**src/rtl/ram_arbiter.sv**
```systemverilog
// Two-requester round-robin arbiter in front of a single-port synchronous RAM.
// Grants are combinational, the RAM command is registered one cycle after the
// grant, and read data is steered back to its owner two cycles after the grant.
module ram_arbiter #(
    parameter int DATA_WIDTH = 8,
    parameter int ADDR_WIDTH = 16
) (
    input  logic                  clk,
    input  logic                  rst,
    input  logic                  a_valid,
    output logic                  a_ready,
    input  logic                  a_we,
    input  logic [ADDR_WIDTH-1:0] a_addr,
    input  logic [DATA_WIDTH-1:0] a_wdata,
    output logic                  a_rvalid,
    output logic [DATA_WIDTH-1:0] a_rdata,
    input  logic                  b_valid,
    output logic                  b_ready,
    input  logic                  b_we,
    input  logic [ADDR_WIDTH-1:0] b_addr,
    input  logic [DATA_WIDTH-1:0] b_wdata,
    output logic                  b_rvalid,
    output logic [DATA_WIDTH-1:0] b_rdata,
    output logic                  ram_en,
    output logic                  ram_we,
    output logic [ADDR_WIDTH-1:0] ram_addr,
    output logic [DATA_WIDTH-1:0] ram_wdata,
    input  logic [DATA_WIDTH-1:0] ram_rdata
);

    logic                  r_prio;        // 0 = A wins a tie, 1 = B wins a tie
    logic                  r_ram_en;
    logic                  r_ram_we;
    logic [ADDR_WIDTH-1:0] r_ram_addr;
    logic [DATA_WIDTH-1:0] r_ram_wdata;
    logic                  r_tag1_valid;  // read issued to RAM this cycle
    logic                  r_tag1_owner;  // 0 = A, 1 = B
    logic                  r_tag2_valid;  // RAM read data present this cycle
    logic                  r_tag2_owner;

    logic                  w_grant_a;
    logic                  w_grant_b;
    logic                  w_grant;
    logic                  w_sel_we;
    logic [ADDR_WIDTH-1:0] w_sel_addr;
    logic [DATA_WIDTH-1:0] w_sel_wdata;

    // Grant selection: lone requester always wins, ties go to the prio pointer.
    // Grants are suppressed while reset is held so ready stays low.
    always_comb begin
        w_grant_a = 1'b0;
        w_grant_b = 1'b0;
        if (!rst) begin
            if (a_valid && (!b_valid || !r_prio))
                w_grant_a = 1'b1;
            else if (b_valid)
                w_grant_b = 1'b1;
        end
    end

    assign w_grant     = w_grant_a | w_grant_b;
    assign w_sel_we    = w_grant_b ? b_we    : a_we;
    assign w_sel_addr  = w_grant_b ? b_addr  : a_addr;
    assign w_sel_wdata = w_grant_b ? b_wdata : a_wdata;

    // Issue register, round-robin pointer and read-tag pipeline.
    always_ff @(posedge clk or posedge rst) begin
        if (rst) begin
            r_prio       <= 1'b0;
            r_ram_en     <= 1'b0;
            r_ram_we     <= 1'b0;
            r_ram_addr   <= '0;
            r_ram_wdata  <= '0;
            r_tag1_valid <= 1'b0;
            r_tag1_owner <= 1'b0;
            r_tag2_valid <= 1'b0;
            r_tag2_owner <= 1'b0;
        end else begin
            if (w_grant_a)
                r_prio <= 1'b1;
            else if (w_grant_b)
                r_prio <= 1'b0;

            r_ram_en <= w_grant;
            r_ram_we <= w_grant & w_sel_we;
            if (w_grant) begin
                r_ram_addr  <= w_sel_addr;
                r_ram_wdata <= w_sel_wdata;
            end

            r_tag1_valid <= w_grant & ~w_sel_we;
            r_tag1_owner <= w_grant_b;
            r_tag2_valid <= r_tag1_valid;
            r_tag2_owner <= r_tag1_owner;
        end
    end

    assign a_ready   = w_grant_a;
    assign b_ready   = w_grant_b;
    assign ram_en    = r_ram_en;
    assign ram_we    = r_ram_we;
    assign ram_addr  = r_ram_addr;
    assign ram_wdata = r_ram_wdata;

    assign a_rvalid  = r_tag2_valid & ~r_tag2_owner;
    assign b_rvalid  = r_tag2_valid &  r_tag2_owner;
    assign a_rdata   = a_rvalid ? ram_rdata : '0;
    assign b_rdata   = b_rvalid ? ram_rdata : '0;

endmodule

```
**config.mk**
```make
export PLATFORM = sky130hd
export DESIGN_NAME = ram_arbiter
export DESIGN_NICKNAME = d
export VERILOG_FILES = /design/src/rtl/ram_arbiter.sv
export SDC_FILE = /design/constraint.sdc
export NUM_CORES = 1
export LEC_CHECK = 0
export CAP_MARGIN = 30
export CORE_MARGIN = 4
export CORE_UTILIZATION = 50
export CTS_CLUSTER_DIAMETER = 50
export DETAILED_ROUTE_END_ITERATION = 16
export DONT_BUFFER_PORTS = 1
export HOLD_SLACK_MARGIN = 0.1
export SLEW_MARGIN = 20
export SYNTH_ARGS = -nofsm -noshare
export SYNTH_HDL_FRONTEND = slang
export SYNTH_SLANG_ARGS = --single-unit
```
**constraint.sdc**
```tcl
create_clock -name clk -period 1.5 [get_ports clk]
set_input_delay 0.075 -clock clk [delete_from_list [all_inputs] [get_ports clk]]
set_output_delay 0.075 -clock clk [all_outputs]
set_load 0.01 [all_outputs]
```
==> flow_metrics.env, run 1 <==
export IMPL_status="completed"
export IMPL_max_freq_mhz=731
export IMPL_pin_count=108
export IMPL_final_common_cell="dlygate4sd3_1"
export IMPL_maxCapViolCount=0
export IMPL_p_switching_uw=657
export IMPL_grt_pass1_wl_mm=7.79
export IMPL_finalMaxSlewViolations=0
export IMPL_hold_class="in -> reg"
export IMPL_row_count=20
export IMPL_path_max_fanout=10
export IMPL_place_area_um2=1630
export IMPL_drtPass1Iterations=4
export IMPL_hold_viol_final=0
export IMPL_grt_max_degree=52
export IMPL_postCtsSetupRepairBufs=0
export IMPL_ys_ff_latch=31
export IMPL_pwr_share_comb_pct=23.2
export IMPL_ir_worst_vdd_mv=0.644
export IMPL_cp_num_buf_inv=0
export IMPL_die_h_um=65.3
export IMPL_cts_max_level=2
export IMPL_clockBufferDepth=2
export IMPL_swShare_pct=32.9
export IMPL_first_iter_violations=116
export IMPL_cts_tree="yes"
export IMPL_drive_above_1_share_pct=11.8
export IMPL_clk_pin_slew_ps=90
export IMPL_fin_nets=289
export IMPL_slowest_stage="dfrtp_1"
export IMPL_die_w_um=65.3
export IMPL_path_cells="nor2b_4 > and2_1"
export IMPL_area_growth_pct=34.9
export IMPL_clock_sinks=31
export IMPL_crit_type="reg -> out"
export IMPL_yosysSeqAreaShare_pct=47.2
export IMPL_intPower_mw=1.34
export IMPL_synth_warnings=0
export IMPL_antenna_found_initial=0
export IMPL_cp_top_family="simple AND/OR/NAND/NOR gates"
export IMPL_final_cell_mix="dlygate4sd3_1 (52), dfrtp_1 (30), nor2_1 (25), a31oi_1 (24), o21ai_1 (20)"
export IMPL_cts_root_buf="clkbuf_4"
export IMPL_wirelength_mm=5.26
export IMPL_viasPerCell=5.93
export IMPL_critical_path_arrival_ps=1290
export IMPL_start_kind="register"
export IMPL_fin_crit_sh_pct=91.2
export IMPL_grt_use_total_pct=24.8
export IMPL_fillers=231
export IMPL_setup_viol=0
export IMPL_slowest_delay_ps=480
export IMPL_p_per_area_nw_per_um2=902
export IMPL_grt_overflow=0
export IMPL_rsz0062_at_grt="false"
export IMPL_seqPwrFrac_pct=53.8
export IMPL_critical_path_required_ps=1420
export IMPL_finalClockSkew_ps=6.11
export IMPL_route_vias_total=1612
export IMPL_place_hpwl_mm=3.28
export IMPL_syn_inst=178
export IMPL_post_drt_wl_per_cell_um=19.3
export IMPL_endpoint_kind="primary output"
export IMPL_diodes=0
export IMPL_netlist_area_um2=1640
export IMPL_clkLatencyLatePin_ps=320
export IMPL_yosys_cell_types_count=22
export IMPL_postRouteAntennaNets=0
export IMPL_fin_crit_ps=1370
export IMPL_finalSetupTns_ps=0
export IMPL_grt_pass1_vias=1568
export IMPL_clkPwrFrac_pct=23.0
export IMPL_worst_pin_slew_ps=469
export IMPL_cellLeakagePower_nw=0.900
export IMPL_route_detailed_drc=0
export IMPL_cts_buffers=5
export IMPL_portBuffers=0
export IMPL_dieArea_um2=4270
export IMPL_initial_core_util_pct=52.9
export IMPL_routabilityCongestion=0.741
export IMPL_coreArea_um2=3100
export IMPL_avgSynthCellArea_um2=9.23
export IMPL_design_area_um2=2220
export IMPL_relSlewSlack_pct=68.7
export IMPL_synth_nets=240
## sequential cells by signal (all words and copies together), names as in the netlist
signal,flops
r_tag1_owner,1
r_tag2_owner,1
ram_we,1
ram_wdata,8
r_tag1_valid,1
r_tag2_valid,1
r_prio,1
ram_addr,16
ram_en,1
## power groups by stage
stage | Clock [mW] | Sequential (mW) | Combinational (mW)
final | 0.459 | 1.08 | 0.464
after global routing | 0.521 | 1.09 | 0.506
after CTS | 0.464 | 1.07 | 0.448
after detailed placement | 0 | 1.09 | 0.336
after global placement | 0 | 1.08 | 0.321
after floorplan | 0 | 1.06 | 0.303
## Yosys cell counts, drive strengths merged
cell type / count / share of area, %
a21boi: 1 / 0.46
nand2: 2 / 0.46
o21ai: 26 / 7.9
dfrtp: 31 / 47
inv: 1 / 0.23
and2: 9 / 3.4
nor2b: 2 / 0.76
nand2b: 2 / 0.76
nand3: 25 / 11
buf: 17 / 8.1
a31oi: 24 / 9.1
clkbuf: 1 / 0.23
and2b: 1 / 0.61
nor2: 25 / 5.7
a21oi: 1 / 0.30
and3: 9 / 3.4
o21ba: 1 / 0.61
## kinds of logic after synthesis
group	share of synthesized area (%)
AND/OR/NAND/NOR	25.8
flip-flops	47.2
buffers and inverters	8.53
AO/OA/AOI/OAI	18.4
## path summary, 6_finish.rpt
check	start	end	slack (ps)	depth (start not counted)
worst max-delay path	r_tag2_owner	a_rdata[1]	130	2
worst min-delay path	rst	ram_en	150	2
worst max register to register	r_prio	ram_addr[8]	170	3
worst min register to register	r_tag1_owner	r_tag2_owner	360	0
max in group asynchronous	rst	r_tag2_valid	890	3
min in group asynchronous	rst	ram_addr[12]	310	3
## cell type report
cell class	count	area, um2	area share (%)
tap	44	55.1	2.48
multi-input combinational	129	744	33.6
clock buffer	7	45.0	2.03
timing repair buffer	59	586	26.4
sequential	31	777	35.1
inverter	1	3.75	0.169
clock inverter	1	5.00	0.226
## worst register-to-register path, cell delays in order (launching register included)
cell and delay [ps]:
dfrtp_1 450, and2b_1 520, o21ai_1 100, a31oi_1 190
## routing by layer
metal | routed length, um | track usage (%) | up-vias
met5 | 0 | 0 | -
met4 | 274 | 17.1 | 0
met3 | 638 | 6.84 | 24
met2 | 2610 | 42.5 | 122
met1 | 1740 | 26.3 | 733
li1 | - | - | 733
## repair_timing
item,CTS,global route
gates resized for setup,1,2
setup endpoints to repair,8,9
hold buffers,52,0
gates cloned,0,1
hold endpoints to repair,58,0
## through the flow
stage / setup slack (ps) / total power, mW / util (%) / instances / hold WS (ps)
final: 132 / 2.00 / 71.4 / 272 / 147
after global routing: 31.9 / 2.12 / 71.4 / 272 / 123
after CTS: 19.7 / 1.98 / 71.0 / 271 / 130
after detailed placement: 229 / 1.43 / 52.5 / 211 / 107
after global placement: 267 / 1.40 / 52.5 / 211 / 86.3
after floorplan: 306 / 1.36 / - / 178 / 187
Power figures use the tool's default switching activity.
==> run 2, diff against run 1 <==
--- a/config.mk
+++ b/config.mk
@@ -7,11 +7,12 @@
 export LEC_CHECK = 0
 export CAP_MARGIN = 30
 export CORE_MARGIN = 4
-export CORE_UTILIZATION = 50
+export CORE_UTILIZATION = 60
 export CTS_CLUSTER_DIAMETER = 50
 export DETAILED_ROUTE_END_ITERATION = 16
 export DONT_BUFFER_PORTS = 1
 export HOLD_SLACK_MARGIN = 0.1
+export PLACE_DENSITY = 0.76
 export SLEW_MARGIN = 20
 export SYNTH_ARGS = -nofsm -noshare
 export SYNTH_HDL_FRONTEND = slang
==> run 2 against run 1 <==
Compared with the run above:
- combinational power rose by 5.0%
- design area is 0.68% lower
- core utilization increased by 15 points
- flip-flop and latch count is the same
- setup slack worse by 35 ps
- clock power shrank 6.3%
- fmax down 2.5%
- largest power group unchanged
==> flow_metrics.env, run 2 (synthesized netlist as in run 1, its figures left out) <==
export IMPL_clkLatencyLatePin_ps=320
export IMPL_cp_top_family="simple AND/OR/NAND/NOR gates"
export IMPL_slowest_delay_ps=450
export IMPL_viasPerCell=6.51
export IMPL_crit_cells=2
export IMPL_routabilityCongestion=0.719
export IMPL_pin_count=108
export IMPL_hold_viol_final=0
export IMPL_place_area_um2=1620
export IMPL_cts_max_level=2
export IMPL_post_drt_wl_per_cell_um=22.1
export IMPL_clk_pin_slew_ps=90
export IMPL_path_max_fanout=10
export IMPL_critical_path_required_ps=1420
export IMPL_largest_reg_flops=16
export IMPL_die_h_um=60.3
export IMPL_grt_pass1_vias=1735
export IMPL_crit_start="r_tag2_valid"
export IMPL_hold_class="in -> reg"
export IMPL_slowest_stage="dfrtp_1"
export IMPL_route_vias_total=1679
export IMPL_fillers=117
export IMPL_initial_core_util_pct=64.6
export IMPL_route_detailed_drc=0
export IMPL_portBuffers=0
export IMPL_final_util_pct=86.5
export IMPL_coreArea_um2=2540
export IMPL_setup_viol=0
export IMPL_grt_use_total_pct=33.1
export IMPL_design_area_um2=2200
export IMPL_finalClockSkew_ps=10.8
export IMPL_max_freq_mhz=713
export IMPL_first_iter_violations=148
export IMPL_drtPass1Iterations=4
export IMPL_clock_sinks=31
export IMPL_drive_above_1_share_pct=11.4
export IMPL_rrSetupSlack_ps=110
export IMPL_fin_crit_ps=1400
export IMPL_row_count=18
export IMPL_antenna_found_initial=0
export IMPL_p_per_area_nw_per_um2=907
export IMPL_status="completed"
export IMPL_cp_num_buf_inv=0
export IMPL_endpoint_kind="primary output"
export IMPL_ir_worst_vdd_mv=0.759
export IMPL_diodes=0
export IMPL_grt_max_degree=52
export IMPL_final_cells=258
export IMPL_place_hpwl_mm=3.17
export IMPL_worst_pin_slew_ps=479
export IMPL_rsz0062_at_grt="false"
export IMPL_fin_crit_sh_pct=93.5
export IMPL_final_cell_mix="dlygate4sd3_1 (53), dfrtp_1 (31), nor2_1 (25), a31oi_1 (24), o21ai_1 (20)"
export IMPL_die_w_um=60.3
export IMPL_min_path_cells=4
export IMPL_rr_worst_depth=3
export IMPL_reg2reg_to="ram_addr[1]"
export IMPL_path_cells="nor2b_2 > and2_1"
export IMPL_dieArea_um2=3640
export IMPL_crit_type="reg -> out"
export IMPL_relSlewSlack_pct=68.1
export IMPL_crit_end="a_rdata[5]"
export IMPL_final_common_cell="dlygate4sd3_1"
export IMPL_dp_cells=198
export IMPL_start_kind="register"
export IMPL_cts_root_buf="clkbuf_4"
export IMPL_area_growth_pct=34.0
export IMPL_wirelength_mm=5.71
export IMPL_maxCapViolCount=0
export IMPL_cts_tree="yes"
export IMPL_clockBufferDepth=2
export IMPL_cts_buffers=5
export IMPL_cellLeakagePower_nw=0.905
export IMPL_postRouteAntennaNets=0
export IMPL_grt_overflow=0
export IMPL_critical_path_arrival_ps=1330
export IMPL_worstReg2RegStart="r_prio"
export IMPL_grt_pass1_wl_mm=8.69
export IMPL_finalSetupTns_ps=0
export IMPL_fin_nets=291
export IMPL_finalMaxSlewViolations=0
run 2: cell types whose count changed in the layout (fill, tap and decap cells not counted):
cell	previous run	this run
nor2b_4	1	0
clkinv_2	1	0
dfrtp_1	30	31
nor2b_2	1	2
clkbuf_1	2	1
buf_4	6	7
dfrtp_2	1	0
dlygate4sd3_1	52	53
run 2: tightest hold or removal path, stage by stage:
cell and delay, ps:
nor2b_2 20, buf_4 150, nand3_1 80, a31oi_1 70
run 2: report_power, final:
group	total [mW]	internal (mW)	switching, mW
sequential	1.08	0.942	0.138
combinational	0.487	0.225	0.262
clock	0.430	0.167	0.264
total	2.00	1.33	0.663
run 2: final cells by class:
type / instances / area (um2) / share of cell area [%]
sequential: 31 / 776 / 35.2
inverter: 1 / 3.75 / 0.171
tap: 30 / 37.5 / 1.71
timing repair buffer: 61 / 603 / 27.4
clock buffer: 6 / 41.3 / 1.88
multi-input combinational: 129 / 739 / 33.6
run 2: worst min path at each step:
| stage | end | start |
|---|---|---|
| final | ram_addr[6] | rst |
| after global routing | ram_addr[11] | rst |
| after CTS | ram_addr[6] | rst |
| after detailed placement | r_prio | rst |
| after global placement | r_prio | rst |
| after floorplan | r_prio | rst |
run 2: through the flow:
step	hold slack, ps	setup WS (ps)	power, mW
2_1_floorplan	187	306	1.36
3_3_place_gp	81.9	270	1.41
3_5_place_dp	106	235	1.42
5_1_grt	134	8.55	2.11
4_1_cts	109	16.2	1.96
6_report	126	97.6	2.00
run 2: routing by layer:
layer,vias up,wire length (um),track usage (%)
met5,-,0,0
met4,0,149,12.0
met3,18,699,12.1
met2,130,2900,56.0
met1,798,1960,38.5
li1,733,-,-
run 2: repair_timing:
action / 4_1_cts / 5_1_grt
hold buffers: 53 / 0
setup buffers: 0 / 0
endpoints found under the hold margin: 58 / 0
endpoints found under the setup margin: 0 / 10
resized for setup: 0 / 1
==> run 3, diff against run 2 <==
--- a/config.mk
+++ b/config.mk
@@ -12,6 +12,7 @@
 export DETAILED_ROUTE_END_ITERATION = 16
 export DONT_BUFFER_PORTS = 1
 export HOLD_SLACK_MARGIN = 0.1
+export MAX_ROUTING_LAYER = met4
 export PLACE_DENSITY = 0.76
 export SLEW_MARGIN = 20
 export SYNTH_ARGS = -nofsm -noshare
==> run 3 against run 2 <==
Compared with the run above:
- clock power about the same
- register-to-register slack got worse by 20 ps
- largest power group unchanged
- setup slack worse by 8.5 ps
- first-iteration DRC count rose by 15%
- global-route usage rose by 1.0 points
- routed wire length rose by 0.79%
- sequential share of layout area did not move
==> flow_metrics.env, run 3 (synthesized netlist as in run 1, its figures left out) <==
export IMPL_pin_count=108
export IMPL_postCtsSetupRepairBufs=0
export IMPL_clkLatencyLatePin_ps=320
export IMPL_fin_crit_sh_pct=94.1
export IMPL_maxCapViolCount=0
export IMPL_cp_num_buf_inv=0
export IMPL_start_kind="register"
export IMPL_post_drt_wl_per_cell_um=22.3
export IMPL_fillers=117
export IMPL_finalClockSkew_ps=11.5
export IMPL_hold_viol_final=0
export IMPL_power_mw=2.00
export IMPL_relSlewSlack_pct=66.0
export IMPL_area_growth_pct=34.0
export IMPL_diodes=0
export IMPL_multi_input_area_um2=739
export IMPL_drtPass1Iterations=4
export IMPL_fin_crit_ps=1410
export IMPL_portBuffers=0
export IMPL_cellLeakagePower_nw=0.905
export IMPL_endpoint_kind="register"
export IMPL_die_h_um=60.3
export IMPL_critical_path_required_ps=1740
export IMPL_fin_nets=291
export IMPL_cts_buffers=5
export IMPL_worst_slack_ps=89.1
export IMPL_dp_slack_ps=235
export IMPL_worst_pin_slew_ps=510
export IMPL_cts_root_buf="clkbuf_4"
export IMPL_die_w_um=60.3
export IMPL_place_hpwl_mm=3.17
export IMPL_slowest_stage="and2b_1"
export IMPL_finalSetupTns_ps=0
export IMPL_path_max_fanout=13
export IMPL_largest_reg_flops=16
export IMPL_viasPerCell=6.55
export IMPL_grt_use_total_pct=34.2
export IMPL_antenna_found_initial=0
export IMPL_initial_core_util_pct=64.6
export IMPL_clock_sinks=31
export IMPL_row_count=18
export IMPL_hold_class="in -> reg"
export IMPL_cts_tree="yes"
export IMPL_crit_type="reg -> reg"
export IMPL_coreArea_um2=2540
export IMPL_route_vias_total=1689
export IMPL_first_iter_violations=170
export IMPL_postRouteAntennaNets=0
export IMPL_final_cell_mix="dlygate4sd3_1 (53), dfrtp_1 (31), nor2_1 (25), a31oi_1 (24), o21ai_1 (20)"
export IMPL_finalMaxSlewViolations=0
export IMPL_design_area_um2=2200
export IMPL_critical_path_arrival_ps=1650
export IMPL_status="completed"
export IMPL_slowest_delay_ps=550
export IMPL_max_freq_mhz=709
export IMPL_setup_viol=0
export IMPL_cts_max_level=2
export IMPL_grt_pass1_vias=1740
export IMPL_path_cells="and2b_1 > o21ai_0 > a31oi_1"
export IMPL_p_per_area_nw_per_um2=909
export IMPL_wirelength_mm=5.75
export IMPL_cp_top_family="simple AND/OR/NAND/NOR gates"
export IMPL_routabilityCongestion=0.727
export IMPL_final_common_cell="dlygate4sd3_1"
export IMPL_rsz0062_at_grt="false"
export IMPL_dieArea_um2=3640
export IMPL_grt_overflow=0
export IMPL_drive_above_1_share_pct=11.4
export IMPL_route_detailed_drc=0
export IMPL_whs_ps=127
export IMPL_ff_latch_area_um2=776
export IMPL_clk_pin_slew_ps=90
export IMPL_grt_max_degree=52
export IMPL_place_area_um2=1620
export IMPL_ir_worst_vdd_mv=0.759
export IMPL_clockBufferDepth=2
export IMPL_grt_pass1_wl_mm=8.65
[run 3: cell counts in the layout (fill, tap and decap cells not counted)]
Identical to the previous run, type by type.
[run 3: per-stage QoR]
| step | instances | utilization (%) |
|---|---|---|
| floorplan | 178 | - |
| global placement | 198 | 63.6 |
| detailed placement | 198 | 63.6 |
| CTS | 257 | 86.1 |
| global route | 258 | 86.5 |
| finish | 258 | 86.5 |
[run 3: layer usage]
layer | up-vias | global-route usage, % | share of wire (%)
li1 | 734 | - | -
met1 | 784 | 39.0 | 33
met2 | 153 | 56.0 | 50
met3 | 18 | 11.0 | 14
met4 | 0 | 12.0 | 2.5
met5 | - | - | 0
[run 3: power breakdown]
part | total [mW] | leakage (nW) | switching, mW | internal, mW
clock network | 0.431 | 0.0242 | 0.264 | 0.167
logic | 0.488 | 0.523 | 0.264 | 0.225
registers | 1.08 | 0.358 | 0.139 | 0.942
total | 2.00 | 0.905 | 0.667 | 1.33
[run 3: area by class of cell]
cell class	count	area share, %
sequential	31	35.2
multi-input combinational	129	33.6
timing repair buffer	61	27.4
clock buffer	6	1.88
tap	30	1.71
inverter	1	0.171
[run 3: repair_timing]
item | 4_1_cts | 5_1_grt
hold buffers | 53 | 0
endpoints found under the hold margin | 58 | 0
gates resized for setup | 0 | 1
endpoints found under the setup margin | 0 | 10
[run 3: path summary, 6_finish.rpt]
| path | startpoint | to | slack, ps | cells past startpoint |
|---|---|---|---|---|
| max | r_prio | ram_addr[1] | 90 | 3 |
| min | rst | ram_addr[6] | 130 | 4 |
| min in group asynchronous | rst | ram_addr[0] | 320 | 3 |
| max in group asynchronous | rst | r_tag2_owner | 900 | 3 |
| max reg2reg | r_prio | ram_addr[1] | 90 | 3 |
| min reg2reg | r_tag1_owner | r_tag2_owner | 360 | 0 |
[run 3: worst register-to-register path: stages, from the launching register on]
cell	delay, ps
dfrtp_1	450
and2b_1	550
o21ai_0	160
a31oi_1	180
